<file path="config.mk">
export PLATFORM = sky130hd
export DESIGN_NAME = serial_word_receiver
export DESIGN_NICKNAME = d
export VERILOG_FILES = /design/src/rtl/serial_word_receiver.sv
export SDC_FILE = /design/constraint.sdc
export NUM_CORES = 1
export LEC_CHECK = 0
export ABC_AREA = 1
export CORE_MARGIN = 2
export CORE_UTILIZATION = 51
export DETAILED_ROUTE_END_ITERATION = 6
export PLACE_DENSITY_LB_ADDON = 0.12
export SLEW_MARGIN = 20
export SYNTH_ARGS = -nofsm -noshare
export SYNTH_HDL_FRONTEND = slang
export SYNTH_SLANG_ARGS = --single-unit
</file>
<file path="constraint.sdc">
create_clock -name clk -period 1.4 [get_ports clk]
set_input_delay 0.35 -clock clk [delete_from_list [all_inputs] [get_ports clk]]
set_output_delay 0.35 -clock clk [all_outputs]
set_load 0.005 [all_outputs]
</file>
<file path="src/rtl/serial_word_receiver.sv">
// ---------------------------------------------------------------------------
// serial_word_receiver
//
// Serial-in, parallel-out receiver for the LSB-first serial word link. Each
// frame is BITS data cycles (eos=0) followed by one cycle that repeats the
// last data bit with eos=1. The receiver rebuilds the word, checks the
// framing, and hands good words downstream over a valid/ready handshake.
// Framing errors raise a one-cycle pulse and the receiver resynchronises
// without outside help.
//
// Ports:
//   clk        in   rising-edge clock
//   rst_n      in   asynchronous active-low reset
//   ena        in   clock enable; all state and outputs hold while low
//   sin        in   serial data, LSB first
//   eos        in   end-of-sequence strobe
//   dout       out  last committed word
//   dvalid     out  dout holds a word not yet consumed
//   dready     in   downstream accepts dout on this edge
//   frame_err  out  one enabled cycle pulse after a framing error
//   overrun    out  sticky; a completed word was dropped
//   err_seen   out  sticky; a framing error has occurred since reset
// ---------------------------------------------------------------------------
module serial_word_receiver #(
   parameter int BITS = 6
) (
   input  logic            clk,
   input  logic            rst_n,
   input  logic            ena,
   input  logic            sin,
   input  logic            eos,
   output logic [BITS-1:0] dout,
   output logic            dvalid,
   input  logic            dready,
   output logic            frame_err,
   output logic            overrun,
   output logic            err_seen
);

   localparam int CW = (BITS > 2) ? $clog2(BITS) : 1;
   localparam logic [CW-1:0] LAST = CW'(BITS - 1);

   localparam logic [1:0] ALIGN = 2'd0;
   localparam logic [1:0] RECV  = 2'd1;
   localparam logic [1:0] CHECK = 2'd2;
   localparam logic [1:0] HUNT  = 2'd3;

   logic [1:0]      state;
   logic [1:0]      state_next;
   logic [CW-1:0]   count;
   logic [CW-1:0]   count_next;
   logic [BITS-1:0] shreg;
   logic [BITS-1:0] shreg_next;
   logic            commit;
   logic            err;

   always_comb begin
      state_next = state;
      count_next = count;
      shreg_next = shreg;
      commit     = 1'b0;
      err        = 1'b0;
      case (state)
         // First enabled edge after reset: the transmitter is still loading
         // its first word, so the line is ignored.
         ALIGN: begin
            state_next = RECV;
            count_next = '0;
         end
         RECV: begin
            if (eos) begin
               // Early end of frame: drop the partial word and treat the
               // next cycle as bit 0.
               err        = 1'b1;
               count_next = '0;
            end else begin
               for (int i = 0; i < BITS; i++) begin
                  if (count == CW'(i)) shreg_next[i] = sin;
               end
               if (count == LAST) begin
                  state_next = CHECK;
                  count_next = '0;
               end else begin
                  count_next = count + CW'(1);
               end
            end
         end
         // The eos cycle repeats the last data bit; both must agree.
         CHECK: begin
            count_next = '0;
            if (!eos) begin
               err        = 1'b1;
               state_next = HUNT;
            end else if (sin != shreg[BITS-1]) begin
               err        = 1'b1;
               state_next = RECV;
            end else begin
               commit     = 1'b1;
               state_next = RECV;
            end
         end
         // Lost alignment: wait for the end of whatever frame is in flight.
         HUNT: begin
            if (eos) begin
               state_next = RECV;
               count_next = '0;
            end
         end
         default: begin
            state_next = ALIGN;
            count_next = '0;
         end
      endcase
   end

   always_ff @(posedge clk or negedge rst_n) begin
      if (!rst_n) begin
         state     <= ALIGN;
         count     <= '0;
         shreg     <= '0;
         dout      <= '0;
         dvalid    <= 1'b0;
         frame_err <= 1'b0;
         overrun   <= 1'b0;
         err_seen  <= 1'b0;
      end else if (ena) begin
         state     <= state_next;
         count     <= count_next;
         shreg     <= shreg_next;
         frame_err <= err;
         if (err) err_seen <= 1'b1;
         if (commit) begin
            // A pending word consumed on this same edge frees the slot.
            if (!dvalid || dready) begin
               dout   <= shreg;
               dvalid <= 1'b1;
            end else begin
               overrun <= 1'b1;
            end
         end else if (dvalid && dready) begin
            dvalid <= 1'b0;
         end
      end
   end

endmodule
</file>
==> impl_metrics.json, run 1 <==
{
  "drv_cap": 0,
  "grt.overflow.total": 0,
  "syn-num-nets": 141,
  "worstPathArrival_ps": 1010,
  "cp-start-kind": "flop",
  "cellPowerDensity_nw_per_um2": 1298,
  "cts_buffer_depth": 2,
  "path_max_fanout": 3,
  "rows": 16,
  "core-area_um2": 1962,
  "post-dp-hpwl_um": 1704,
  "synthTopCellsByCount": "49 x nand2_1, 21 x dfrtp_1, 14 x inv_1",
  "p_leak_uw": 0.0007788,
  "cp_slowest_cell": "dfrtp_1",
  "die_x_um": 49.67,
  "ys_ff_latch": 21,
  "port_buffers": 15,
  "reg2reg_slack_ps": 100,
  "period_share_pct": 97.16,
  "diodes": 0,
  "synthCells": 130,
  "rr_startpoint": "state[1]$_DFFE_PN0P_",
  "finalSetupViolations": 0,
  "numCtsBuffers": 3,
  "wl_per_cell_um": 11.70,
  "drv_slew": 0,
  "layout-area-overhead-vs-synth_pct": 31.53,
  "ys_top_cells_by_area": "dfrtp_1 49%, nand2_1 17%, ha_1 5.9%",
  "fin_util_pct": 71.30,
  "hold_viol": 0,
  "ys_seq_area_share_pct": 49.41,
  "skew_ps": 4.977,
  "yosys_warnings": 0,
  "critPathRequiredTime_ps": 1050,
  "path_depth": 1,
  "grt_max_degree": 22,
  "h-tree-depth": 1,
  "cp-end-kind": "primary output",
  "path_buf_inv": 1,
  "fmax_ghz": 0.7352,
  "num_io_pins": 16,
  "holdWs_ps": 375.0,
  "top_layer": "met4",
  "die_area_um2": 2467,
  "post-route-min-period_ps": 1360,
  "yosysTopAreaCell": "dfrtp_1",
  "path_clk_slew_ps": 120,
  "drt_first_iter_violations": 11,
  "start_util_pct": 54.21,
  "nFillCells": 167,
  "layout.nets": 176,
  "drive_gt1_share_pct": 20.12,
  "grt_pass1_wl_um": 3919,
  "worstSkewPairLatency_ps": 310,
  "wl_met1_um": 951,
  "cts_tree": "built",
  "synth_top_area_share_pct": 49.41,
  "synth.avg_cell_area_um2": 8.181,
  "synth-main-ff-cell": "dfrtp_1",
  "crit_start": "dvalid$_DFFE_PN0P_",
  "peakVddDrop_v": 0.0008389,
  "syn-cell-area_um2": 1064,
  "die_h_um": 49.67,
  "dp_slack_ps": -208.7,
  "worstSetupPathType": "reg -> out",
  "dr_wl_met2_um": 1193,
  "totalWireLength_um": 2235,
  "ys_async_sr_fraction_pct": 100.0,
  "root_buffer": "clkbuf_4",
  "fin_ws_ps": 39.83,
  "critPathMaxStageDelay_ps": 430,
  "crit_chain": "dlygate4sd2_1",
  "track_usage_pct": 20.79,
  "yosysMostFrequentCell": "nand2_1",
  "vias": 970,
  "drt-pass1-iter-count": 3,
  "gp_congestion": 0.7887,
  "synth.distinct_cells": 19,
  "antenna_found_initial": 0,
  "drc": 0,
  "grt_pass1_vias": 953,
  "reg2reg_depth": 9,
  "clock_sinks": 21,
  "crit_end": "dvalid",
  "vias_per_cell": 5.079,
  "path_delay_family": "flip-flops",
  "wl_met3_um": 73,
  "ant_nets": 0,
  "status": "finished, final reports clean",
  "worst_pin_slew_ps": 278.7,
  "synth_edf_count": 0,
  "r2r-end": "shreg[1]$_DFFE_PN0P_",
  "hold_class": "in -> async",
  "slew_headroom_pct": 81.42
}
[final cells by class]
class / count / area [um^2] / share of cell area [%]
clock buffers: 4 / 26.28 / 1.878
inverters: 18 / 67.56 / 4.830
multi-input cells: 91 / 491.7 / 35.15
flip-flops and latches: 21 / 525.5 / 37.57
well taps: 27 / 33.78 / 2.415
repair buffers: 30 / 254.0 / 18.16
[where the power goes]
part	leakage, uW	switching, uW	internal (uW)
Clock	0.0000150	185	111
Sequential	0.000278	102	737
Combinational	0.000486	362	318
[flip-flops by register name (all words and copies together), names as in the netlist]
register / cells
dvalid: 1
overrun: 1
count: 3
shreg: 6
dout: 6
frame_err: 1
state: 2
err_seen: 1
[worst min-delay path by stage]
stage | endpoint | cells after the start | from | slack [ps]
finish | dvalid$_DFFE_PN0P_ | 2 | rst_n | 370
global route | shreg[5]$_DFFE_PN0P_ | 2 | rst_n | 380
CTS | dout[5]$_DFFE_PN0P_ | 2 | rst_n | 370
detailed placement | err_seen$_DFFE_PN0P_ | 2 | err_seen$_DFFE_PN0P_ | 450
global placement | err_seen$_DFFE_PN0P_ | 2 | err_seen$_DFFE_PN0P_ | 440
floorplan | count[0]$_DFFE_PN0P_ | 0 | rst_n | 50
[stage by stage]
step | instance area [um^2] | total power, uW | TNS, ps | cells
global placement | 1338 | 1480 | -2310 | 184
global route | 1399 | 1971 | -5.102 | 191
finish | 1399 | 1815 | 0 | 191
CTS | 1374 | 1791 | 0 | 191
detailed placement | 1338 | 1510 | -2898 | 184
floorplan | 1064 | 1199 | 0 | 130
[metal layers]
metal,GRT usage (%),vias to the layer above
li1,-,492
met1,24.95,458
met2,36.44,18
met3,4.848,2
met4,6.944,0
met5,0,-
[cell usage in the layout, fill, tap and decap left out, types with 5 or more instances in the layout]
cell type / count
o21ai_0: 5
nor2_1: 5
buf_4: 14
dlygate4sd2_1: 10
nand2_1: 48
inv_1: 13
nand4_1: 8
nand3_1: 6
inv_2: 5
dfrtp_1: 21
clkdlybuf4s50_1: 5
[repair_timing]
action	in CTS	in global routing
buffers inserted	3	0
resized for setup	10	8
setup endpoints to repair	10	9
hold buffers	0	0
pin swaps	0	1
[kinds of logic (layout without fill, tap and decap cells)]
group	after synthesis	count (layout)	synth area share (%)
and+or+nand+nor	73	73	30.59
buffers and inverters	18	52	6.352
AOI/OAI and AO/OA	12	12	6.823
DFF	21	21	49.41
muxes	1	1	0.9412
adders and majority gates	5	5	5.882
No activity file was read; power rests on OpenSTA's default activity.
==> run 2, diff against run 1 <==
Settings changed: SLEW_MARGIN 20 to default.
==> results of run 2 <==
The final DEF is identical to that of run 1; final timing and power are the same.
==> run 3, diff against run 2 <==
Settings changed: CORE_MARGIN 2 to 1.
==> impl_metrics.json, run 3 (synthesis results as in run 1) <==
{
  "status": "finished, final reports clean",
  "pwr-share-seq_pct": 45.5,
  "post-route-min-period_ps": 1343,
  "critPathRequiredTime_ps": 1610,
  "fmax_ghz": 0.7443,
  "p_sw_share_pct": 36.03,
  "dp_slack_ps": -180.4,
  "post-dp-hpwl_um": 1587,
  "drt_first_iter_violations": 16,
  "drive_gt1_share_pct": 20.61,
  "grt_use_met1_pct": 25.24,
  "grt_pass1_wl_um": 3070,
  "wl_per_cell_um": 10.95,
  "drt-pass1-iter-count": 5,
  "layout-area-overhead-vs-synth_pct": 32.12,
  "cts_hold_buf": 0,
  "grt_max_degree": 22,
  "pwr-share-clk_pct": 16.3,
  "tns_ps": 0,
  "cp-end-kind": "flop",
  "vias_per_cell": 4.953,
  "root_buffer": "clkbuf_4",
  "cellPowerDensity_nw_per_um2": 1309,
  "cts_buffer_depth": 2,
  "r2r-end": "state[1]$_DFFE_PN0P_",
  "final_cells": 192,
  "layout_commonest_cell": "nand2_1",
  "reg2reg_depth": 6,
  "skew_ps": 1.494,
  "place_inst": 183,
  "fin_ws_ps": 56.51,
  "hold_class": "in -> async",
  "die_h_um": 47.67,
  "grt.overflow.total": 0,
  "gr-max-usage-layer": "met2",
  "drv_cap": 0,
  "ant_nets": 0,
  "p_leak_uw": 0.0007825,
  "core-area_um2": 1962,
  "period_share_pct": 95.96,
  "power_frac_comb_pct": 38.3,
  "p_total_uw": 1840,
  "die_area_um2": 2272,
  "drc": 0,
  "rows": 16,
  "worstPathArrival_ps": 1550,
  "antenna_found_initial": 0,
  "grt_use_met2_pct": 33.15,
  "cp-start-kind": "flop",
  "die_x_um": 47.67,
  "path_clk_slew_ps": 120,
  "port_buffers": 15,
  "clock_sinks": 21,
  "hold_viol": 0,
  "diodes": 0,
  "reg2reg_slack_ps": 60,
  "peakVddDrop_v": 0.0008880,
  "numCtsBuffers": 3,
  "track_usage_pct": 19.51,
  "finalSetupViolations": 0,
  "layout.nets": 177,
  "worst_pin_slew_ps": 260.8,
  "cts_tree": "built",
  "largestRegisters": "dout x6, shreg x6, count x3",
  "totalWireLength_um": 2103,
  "drv_slew": 0,
  "netSwitchingPower_uw": 662.9,
  "gp_congestion": 0.7717,
  "layout_common_cells": "48 x nand2_1, 20 x dfrtp_1, 16 x buf_4",
  "num_io_pins": 16,
  "vias": 951,
  "rsz0062_at_grt": "no",
  "slew_headroom_pct": 82.55,
  "worstSetupPathType": "reg -> reg",
  "crit_end": "state[1]$_DFFE_PN0P_",
  "grt_pass1_vias": 762,
  "rr_startpoint": "state[1]$_DFFE_PN0P_",
  "h-tree-depth": 1,
  "crit_start": "state[1]$_DFFE_PN0P_",
  "start_util_pct": 54.21,
  "intPower_uw": 1177,
  "grt_use_met3_pct": 3.396,
  "nFillCells": 166,
  "worstSkewPairLatency_ps": 310,
  "path_max_fanout": 4
}
## run 3: changes by cell type in the layout (fill, tap and decap cells not counted), sizes merged
| cell | change |
|---|---|
| clkinv | +2 |
| buf | +1 |
| clkbuf | -1 |
| inv | -1 |
## run 3: how the worst min path moves through the flow
stage / from / cells after the start / endpoint
after floorplan: rst_n / 0 / count[0]$_DFFE_PN0P_
after global placement: err_seen$_DFFE_PN0P_ / 2 / err_seen$_DFFE_PN0P_
after detailed placement: dout[0]$_DFFE_PN0P_ / 2 / dout[0]$_DFFE_PN0P_
after CTS: rst_n / 2 / shreg[5]$_DFFE_PN0P_
after global routing: rst_n / 2 / dout[2]$_DFFE_PN0P_
final: rst_n / 2 / dout[2]$_DFFE_PN0P_
## run 3: worst max-delay path, cell delays in order (launching register included)
cell	delay [ps]
dfrtp_1	400
buf_4	150
ha_1	200
a21oi_2	210
nand3_1	130
nand2_1	90
nand2_1	60
## run 3: through the flow
| step | hold slack, ps | cell area (um^2) | util (%) |
|---|---|---|---|
| floorplan | 54.41 | 1064 | - |
| global placement | 444.7 | 1330 | 67.79 |
| detailed placement | 457.9 | 1330 | 67.79 |
| CTS | 381.0 | 1383 | 70.47 |
| global route | 407.7 | 1405 | 71.62 |
| finish | 365.5 | 1405 | 71.62 |
## run 3: metal layers
metal | part of all wire, % | up-vias
li1 | - | 485
met1 | 46 | 446
met2 | 49 | 15
met3 | 3.0 | 5
met4 | 1.5 | 0
met5 | 0 | -
## run 3: final cells by class
class                   count  area, um^2  area share, %
flip-flops and latches     21       526.8          37.49
multi-input cells          91       491.7          35.00
repair buffers             31       257.7          18.34
inverters                  18       67.56          4.809
well taps                  27       33.78          2.404
clock buffers               3       22.52          1.603
clock inverters             1       5.005         0.3562
## run 3: power groups by stage
stage | clock [uW] | combinational, uW | sequential, uW
2_1_floorplan | 0 | 366 | 833
3_3_place_gp | 0 | 636 | 839
3_5_place_dp | 0 | 664 | 847
4_1_cts | 299 | 679 | 830
5_1_grt | 332 | 803 | 858
6_report | 299 | 704 | 836
## run 3: repair_timing
item	CTS	global route
pin swaps	0	2
setup endpoints to repair	10	10
gates cloned	0	0
gates resized for setup	10	6
buffers inserted	5	0
